--- src/rtl/efuse_pkg.sv ---
// Shared definitions for the eFuse macro sequencer: macro geometry,
// sequencer state and mode encodings, and a small sizing helper.
package efuse_pkg;

    localparam int EFUSE_BITS = 256;
    localparam int EFUSE_AW   = 8;

    typedef enum logic [2:0] {
        ST_IDLE,
        ST_SETUP,
        ST_PULSE,
        ST_HOLD,
        ST_SKIP
    } efuse_seq_st_e;

    typedef enum logic {
        MODE_RD,
        MODE_PG
    } efuse_seq_mode_e;

    // Largest of four timing parameters, used to size the shared timer.
    function automatic int max4(input int a, input int b, input int c, input int d);
        int m;
        m = a;
        if (b > m) m = b;
        if (c > m) m = c;
        if (d > m) m = d;
        return m;
    endfunction

endpackage

--- src/rtl/efuse_seq_timer.sv ---
// Load/count/expire down-counter shared by every sequencer state.
// A load of value v makes expired assert v cycles later, so a state
// entered with v = T-1 lasts exactly T cycles.
module efuse_seq_timer #(
    parameter int W = 7
) (
    input  logic         clk,
    input  logic         rst_n,
    input  logic         load,
    input  logic [W-1:0] load_val,
    output logic         expired
);

    logic [W-1:0] cnt;

    // Reload on state entry, otherwise count down and park at zero.
    // NOTE: state is written with <= under an async active-low reset so every
    // flop in the block updates from pre-edge values, independent of ordering.
    always_ff @(posedge clk or negedge rst_n) begin
        if (!rst_n) begin
            cnt <= '0;
        end else if (load) begin
            cnt <= load_val;
        end else if (cnt != '0) begin
            cnt <= cnt - W'(1);
        end
    end

    assign expired = (cnt == '0);

endmodule

--- src/rtl/efuse_macro_seq.sv ---
// Bit-serial timing sequencer for the 256-bit eFuse hard macro.
// The FSM walks one segment bit at a time (SETUP -> PULSE -> HOLD, or a
// single SKIP cycle for unblown program bits). Macro pins, busy and done
// are registered from the current state, so they trail the state register
// by one edge: a start accepted at edge k shows busy after edge k+1.
module efuse_macro_seq
    import efuse_pkg::*;
#(
    parameter int NR    = 64,
    parameter int NW    = 64,
    parameter int T_SU  = 2,
    parameter int T_RD  = 4,
    parameter int T_PGM = 100,
    parameter int T_HLD = 2
) (
    input  logic                              clk,
    input  logic                              rst_n,
    input  logic                              read_start,
    input  logic [$clog2(EFUSE_BITS/NR)-1:0]  read_sel,
    output logic                              read_done,
    output logic [NR-1:0]                     read_data,
    output logic                              efuse_busy_read,
    input  logic                              write_start,
    input  logic [$clog2(EFUSE_BITS/NW)-1:0]  write_sel,
    input  logic [NW-1:0]                     write_data,
    output logic                              write_done,
    output logic                              efuse_busy_write,
    output logic                              efuse_csb,
    output logic                              efuse_load,
    output logic                              efuse_pgenb,
    output logic                              efuse_strobe,
    output logic [EFUSE_AW-1:0]               efuse_addr,
    input  logic                              efuse_q
);

    localparam int NMAX = (NR > NW) ? NR : NW;
    localparam int IW   = $clog2(NMAX);
    localparam int TMAX = max4(T_SU, T_RD, T_PGM, T_HLD);
    localparam int TW   = $clog2(TMAX + 1);

    efuse_seq_st_e   state;
    efuse_seq_mode_e mode;
    logic [EFUSE_AW-1:0] base_q;
    logic [IW-1:0]       idx;
    logic [NW-1:0]       wdata_q;
    logic [NR-1:0]       rd_shift;
    logic                fin;

    logic          tmr_load;
    logic [TW-1:0] tmr_val;
    logic          tmr_exp;

    logic          accept_rd;
    logic          accept_pg;
    logic          last_bit;
    logic [IW-1:0] idx_nxt;
    logic          next_skip;

    assign accept_rd = (state == ST_IDLE) && read_start;
    assign accept_pg = (state == ST_IDLE) && !read_start && write_start;
    assign last_bit  = (mode == MODE_RD) ? (idx == IW'(NR - 1)) : (idx == IW'(NW - 1));
    assign idx_nxt   = idx + IW'(1);
    assign next_skip = (mode == MODE_PG) && !wdata_q[idx_nxt];

    efuse_seq_timer #(.W(TW)) u_timer (
        .clk      (clk),
        .rst_n    (rst_n),
        .load     (tmr_load),
        .load_val (tmr_val),
        .expired  (tmr_exp)
    );

    // Timer reload on every state entry, with the duration of the state entered.
    // NOTE: both outputs get a default first so no path leaves them unassigned
    // and no latch is inferred.
    always_comb begin
        tmr_load = 1'b0;
        tmr_val  = '0;
        unique case (state)
            ST_IDLE: begin
                if (accept_rd) begin
                    tmr_load = 1'b1;
                    tmr_val  = TW'(T_SU - 1);
                end else if (accept_pg) begin
                    tmr_load = 1'b1;
                    tmr_val  = write_data[0] ? TW'(T_SU - 1) : '0;
                end
            end
            ST_SETUP: begin
                if (tmr_exp) begin
                    tmr_load = 1'b1;
                    tmr_val  = (mode == MODE_RD) ? TW'(T_RD - 1) : TW'(T_PGM - 1);
                end
            end
            ST_PULSE: begin
                if (tmr_exp) begin
                    tmr_load = 1'b1;
                    tmr_val  = TW'(T_HLD - 1);
                end
            end
            ST_HOLD, ST_SKIP: begin
                if (tmr_exp && !last_bit) begin
                    tmr_load = 1'b1;
                    tmr_val  = next_skip ? '0 : TW'(T_SU - 1);
                end
            end
            default: ;
        endcase
    end

    // Sequencer FSM plus the registered macro pins, busy/done flags and read data.
    always_ff @(posedge clk or negedge rst_n) begin
        if (!rst_n) begin
            state            <= ST_IDLE;
            mode             <= MODE_RD;
            base_q           <= '0;
            idx              <= '0;
            wdata_q          <= '0;
            rd_shift         <= '0;
            fin              <= 1'b0;
            read_done        <= 1'b0;
            read_data        <= '0;
            write_done       <= 1'b0;
            efuse_busy_read  <= 1'b0;
            efuse_busy_write <= 1'b0;
            efuse_csb        <= 1'b1;
            efuse_load       <= 1'b0;
            efuse_pgenb      <= 1'b1;
            efuse_strobe     <= 1'b0;
            efuse_addr       <= '0;
        end else begin
            // Pin stage: a straight function of the current state.
            efuse_csb        <= (state == ST_IDLE);
            efuse_busy_read  <= (state != ST_IDLE) && (mode == MODE_RD);
            efuse_busy_write <= (state != ST_IDLE) && (mode == MODE_PG);
            efuse_load       <= (state != ST_IDLE) && (mode == MODE_RD);
            efuse_pgenb      <= !((state != ST_IDLE) && (mode == MODE_PG));
            efuse_strobe     <= (state == ST_PULSE);
            efuse_addr       <= (state == ST_IDLE) ? '0 : base_q + EFUSE_AW'(idx);

            // Done levels drop once an op is under way and rise one edge after
            // the FSM leaves its final bit.
            if (state != ST_IDLE) begin
                read_done  <= 1'b0;
                write_done <= 1'b0;
            end
            if (fin) begin
                fin <= 1'b0;
                if (mode == MODE_RD) begin
                    read_done <= 1'b1;
                    read_data <= rd_shift;
                end else begin
                    write_done <= 1'b1;
                end
            end

            unique case (state)
                ST_IDLE: begin
                    if (accept_rd) begin
                        mode   <= MODE_RD;
                        base_q <= EFUSE_AW'(read_sel) * EFUSE_AW'(NR);
                        idx    <= '0;
                        state  <= ST_SETUP;
                    end else if (accept_pg) begin
                        mode    <= MODE_PG;
                        base_q  <= EFUSE_AW'(write_sel) * EFUSE_AW'(NW);
                        wdata_q <= write_data;
                        idx     <= '0;
                        state   <= write_data[0] ? ST_SETUP : ST_SKIP;
                    end
                end
                ST_SETUP: begin
                    if (tmr_exp) state <= ST_PULSE;
                end
                ST_PULSE: begin
                    if (tmr_exp) state <= ST_HOLD;
                end
                ST_HOLD, ST_SKIP: begin
                    // The strobe pin lags the state by one edge, so its last
                    // high cycle is the first HOLD cycle: sense Q there.
                    if (state == ST_HOLD && efuse_strobe && mode == MODE_RD) begin
                        rd_shift[idx] <= efuse_q;
                    end
                    if (tmr_exp) begin
                        if (last_bit) begin
                            state <= ST_IDLE;
                            fin   <= 1'b1;
                        end else begin
                            idx   <= idx_nxt;
                            state <= next_skip ? ST_SKIP : ST_SETUP;
                        end
                    end
                end
                default: state <= ST_IDLE;
            endcase
        end
    end

endmodule

--- config.mk ---
export PLATFORM = sky130hd
export DESIGN_NAME = efuse_macro_seq
export DESIGN_NICKNAME = d
export VERILOG_FILES = /design/src/rtl/efuse_pkg.sv /design/src/rtl/efuse_seq_timer.sv /design/src/rtl/efuse_macro_seq.sv
export SDC_FILE = /design/constraint.sdc
export NUM_CORES = 1
export LEC_CHECK = 0
export ABC_AREA = 1
export CORE_MARGIN = 3
export CORE_UTILIZATION = 49
export CTS_CLUSTER_SIZE = 24
export DETAILED_ROUTE_END_ITERATION = 16
export GPL_ROUTABILITY_DRIVEN = 0
export PLACE_DENSITY = 0.74
export SYNTH_ARGS = -nofsm -noshare
export SYNTH_HDL_FRONTEND = slang
export SYNTH_HIERARCHICAL = 1
export SYNTH_SLANG_ARGS = --single-unit
--- constraint.sdc ---
create_clock -name clk -period 2.1 [get_ports clk]
set_input_delay 0.315 -clock clk [delete_from_list [all_inputs] [get_ports clk]]
set_output_delay 0.315 -clock clk [all_outputs]
set_load 0.005 [all_outputs]
==> metrics.cfg <==
[synth]
synth.distinct_cells = 35
synth_area_leaders = dfrtp_1 (57%), nand2_1 (12%), inv_1 (6.0%)
postSynthCellCount = 1160
synth_top_area_share_pct = 57.27
syn_avg_cell_area_um2 = 8.476
syn-cell-area_um2 = 9832
ys_ff_latch = 227
ys_seq_area_share_pct = 57.80
yosys.area.top_type = dfrtp_1
ys_warn_count = 6

[sta]
maxSlewViolCount = 0
setup_slack_ns = 0.1247
tightest_slew_ns = 0.5531
setup_viol = 0
skew_ns = 0.008597
slew_headroom_pct = 63.12
min_period_over_period_pct = 94.06
min_period_ns = 1.975
max_freq_mhz = 506.2
hold_violations = 0

[cells_and_area]
mostFrequentLayoutCell = nand2_1
drive_gt1_share_pct = 10.00
multiInputGateArea_um2 = 3421
nFillCells = 1592
regArea_um2 = 5687
syn_to_final_growth_pct = 30.99
insertedDiodeCount = 0
final_cell_mix = nand2_1 (301), dfrtp_1 (222), inv_1 (156)
fin_cells = 1625
nets = 1420

[cts]
clock_path_buffers = 3
cts_tree = done
numCtsBuffers = 24
root_buffer = clkbuf_16
h-tree-depth = 1
clk-insertion-delay-late_ns = 0.51
cts.sinks = 227
clkTransAtPathRegs_ns = 0.06

[worst_setup_path]
worstSetupPathType = register to register
cp.arrival_ns = 2.40
r2r_start = idx[1]$_DFFE_PN0P_
critPathLaunch = idx[1]$_DFFE_PN0P_
path_max_fanout = 8
cp-end-kind = register
cp.required_ns = 2.53
rr_worst_depth = 14
crit_end = u_timer/cnt[0]$_DFFE_PN0P_
reg2reg_slack_ns = 0.12
start_kind = register
r2r-end = u_timer/cnt[0]$_DFFE_PN0P_

[power_and_ir_drop]
comb_power_share_pct = 27.2
leakagePower_nw = 6.136
ir_drop_mv = 0.6559
internal-power_mw = 9.153
p_per_area_nw_per_um2 = 1035
netSwitchingFraction_pct = 31.34
p_sw_mw = 4.178
clkPwrFrac_pct = 30.9
seqPwrFrac_pct = 41.9
total_power_mw = 13.33

[floorplan]
die-area_um2 = 21800
die_h_um = 147.7
fp.coreArea_um2 = 19590
dieWidth_um = 147.7
ios = 153
row_count = 51
initial_utilization_pct = 50.19

[flow_run]
maxCapViolations = 0

[routing]
ant_nets = 0
wl_per_cell_um = 14.70
drc = 0
m1WireLength_mm = 10.42
wl_mm = 23.89
top_layer = met4
detailroute.wirelength.met3_mm = 1.375
drtIter0Drc = 632
vias = 8149
dr_wl_met2_mm = 11.65
firstDrtPassIters = 5
viasPerCell = 5.015

[global_route]
antenna_found_initial = 0
grt_max_degree = 76
track_usage_pct = 22.04
gr-total-overflow = 0
first_global_vias = 8100
grt_first_pass_wirelength_mm = 39.87

[placement]
place.port_buffers = 152
dp_cells = 1579
dp_hpwl_mm = 16.73
dpl_worst_slack_ns = -0.02967

[run_status]
status = completed

[hold_path]
hold_path.class = input port to register

-- metrics by stage --
stage | util (%) | instance area, um^2 | hold slack, ns | TNS (ns)
after CTS | 65.11 | 12760 | 0.2163 | 0
after global placement | 61.01 | 11950 | 0.2962 | 0
after floorplan | - | 9839 | 0.01941 | 0
after global routing | 65.74 | 12880 | 0.2444 | -0.04834
after detailed placement | 61.01 | 11950 | 0.2968 | -0.02967
final | 65.74 | 12880 | 0.2337 | 0
-- logic make-up (layout without fill, tap and decap cells) --
logic type	count (synthesis)	after routing	synth area share [%]
AND/OR/NAND/NOR	486	486	20.68
flip-flops	227	227	57.80
AO/OA/AOI/OAI	220	220	11.64
buffers and inverters	213	411	8.463
XOR/XNOR	6	6	0.5345
multiplexers	4	4	0.4581
adder cells (fa/ha/maj)	3	3	0.3818
other	1	3	0.03814
-- timing repair --
action                                  in CTS  in global routing
gates resized for setup                      2                 31
endpoints found under the setup margin       1                  3
endpoints found under the hold margin       58                  0
setup buffers                                0                  2
hold buffers                                 1                  0
pin swaps                                    0                 11
cloned                                       1                  0
-- area by class of cell --
type,count,area share (%)
Timing Repair Buffer,205,15.90
Clock inverter,4,0.3789
Inverter,164,4.799
Tap cell,265,2.575
Clock buffer,38,5.625
Sequential cell,227,44.16
Multi-Input combinational cell,722,26.56
-- worst max-delay path, stage by stage, from the launching register on --
cell and delay, ns:
dfrtp_1 0.40, buf_6 0.15, nand4_1 0.19, o21ai_1 0.24, o21ai_1 0.12, buf_4 0.16
inv_1 0.06, nand3_2 0.09, nand3_2 0.09, nand2_1 0.05, nand4_1 0.06, nand2_1 0.05
o21ai_1 0.08, nand2_1 0.06, o21ai_1 0.09
-- layer usage --
metal	track usage, %	vias to the layer above
met5	0	-
met4	5.452	0
met3	3.342	40
met2	36.91	259
met1	30.61	3845
li1	-	4005
-- state kept, by name, indices dropped and copies added (netlist names) --
| name | flops |
|---|---|
| base_q | 2 |
| efuse_addr | 8 |
| efuse_busy_write | 1 |
| efuse_csb | 1 |
| efuse_load | 1 |
| efuse_pgenb | 1 |
| efuse_strobe | 1 |
| fin | 1 |
| idx | 6 |
| mode | 1 |
| rd_shift | 64 |
| read_data | 64 |
| read_done | 1 |
| state | 3 |
| u_timer/cnt | 7 |
| wdata_q | 64 |
| write_done | 1 |
-- worst min-delay path by stage --
| stage | end | cells past startpoint | slack (ns) | startpoint |
|---|---|---|---|---|
| after global placement | read_data[3]$_DFFE_PN0P_ | 1 | 0.30 | rst_n |
| after CTS | rd_shift[61]$_DFFE_PN0P_ | 3 | 0.22 | efuse_q |
| after global routing | rd_shift[46]$_DFFE_PN0P_ | 3 | 0.24 | efuse_q |
| after detailed placement | read_data[36]$_DFFE_PN0P_ | 1 | 0.30 | rst_n |
| final | rd_shift[46]$_DFFE_PN0P_ | 3 | 0.23 | efuse_q |
| after floorplan | base_q[6]$_DFFE_PN0P_ | 0 | 0.02 | rst_n |
-- power by group through the flow --
stage	Combinational (mW)	Clock [mW]	Sequential, mW
after floorplan	2.29	0	5.58
after global placement	3.48	0	5.62
after detailed placement	3.55	0	5.64
after CTS	3.59	4.20	5.58
after global routing	4.12	4.37	5.66
final	3.63	4.12	5.58
-- synthesized netlist by cell type --
cell and n:
a21oi_1 67, a21oi_2 2, a22o_1 1, a31oi_1 6, buf_1 2, buf_2 20, buf_4 2, clkbuf_1 25
conb_1 1, dfrtp_1 225, dfstp_2 2, ha_1 3, inv_1 156, inv_2 8, mux2_2 4, nand2_1 303
nand2_2 2, nand2_4 3, nand3_1 67, nand3_4 1, nand4_1 4, nor2_1 90, nor2_2 2, nor2_4 4
nor2_8 1, nor3_1 6, nor3_2 2, nor4_1 1, o211ai_1 6, o21ai_0 111, o21ai_1 20, o21bai_1 1
o22ai_1 6, xnor2_1 2, xor2_1 4
(Power assumes the default switching activity.)
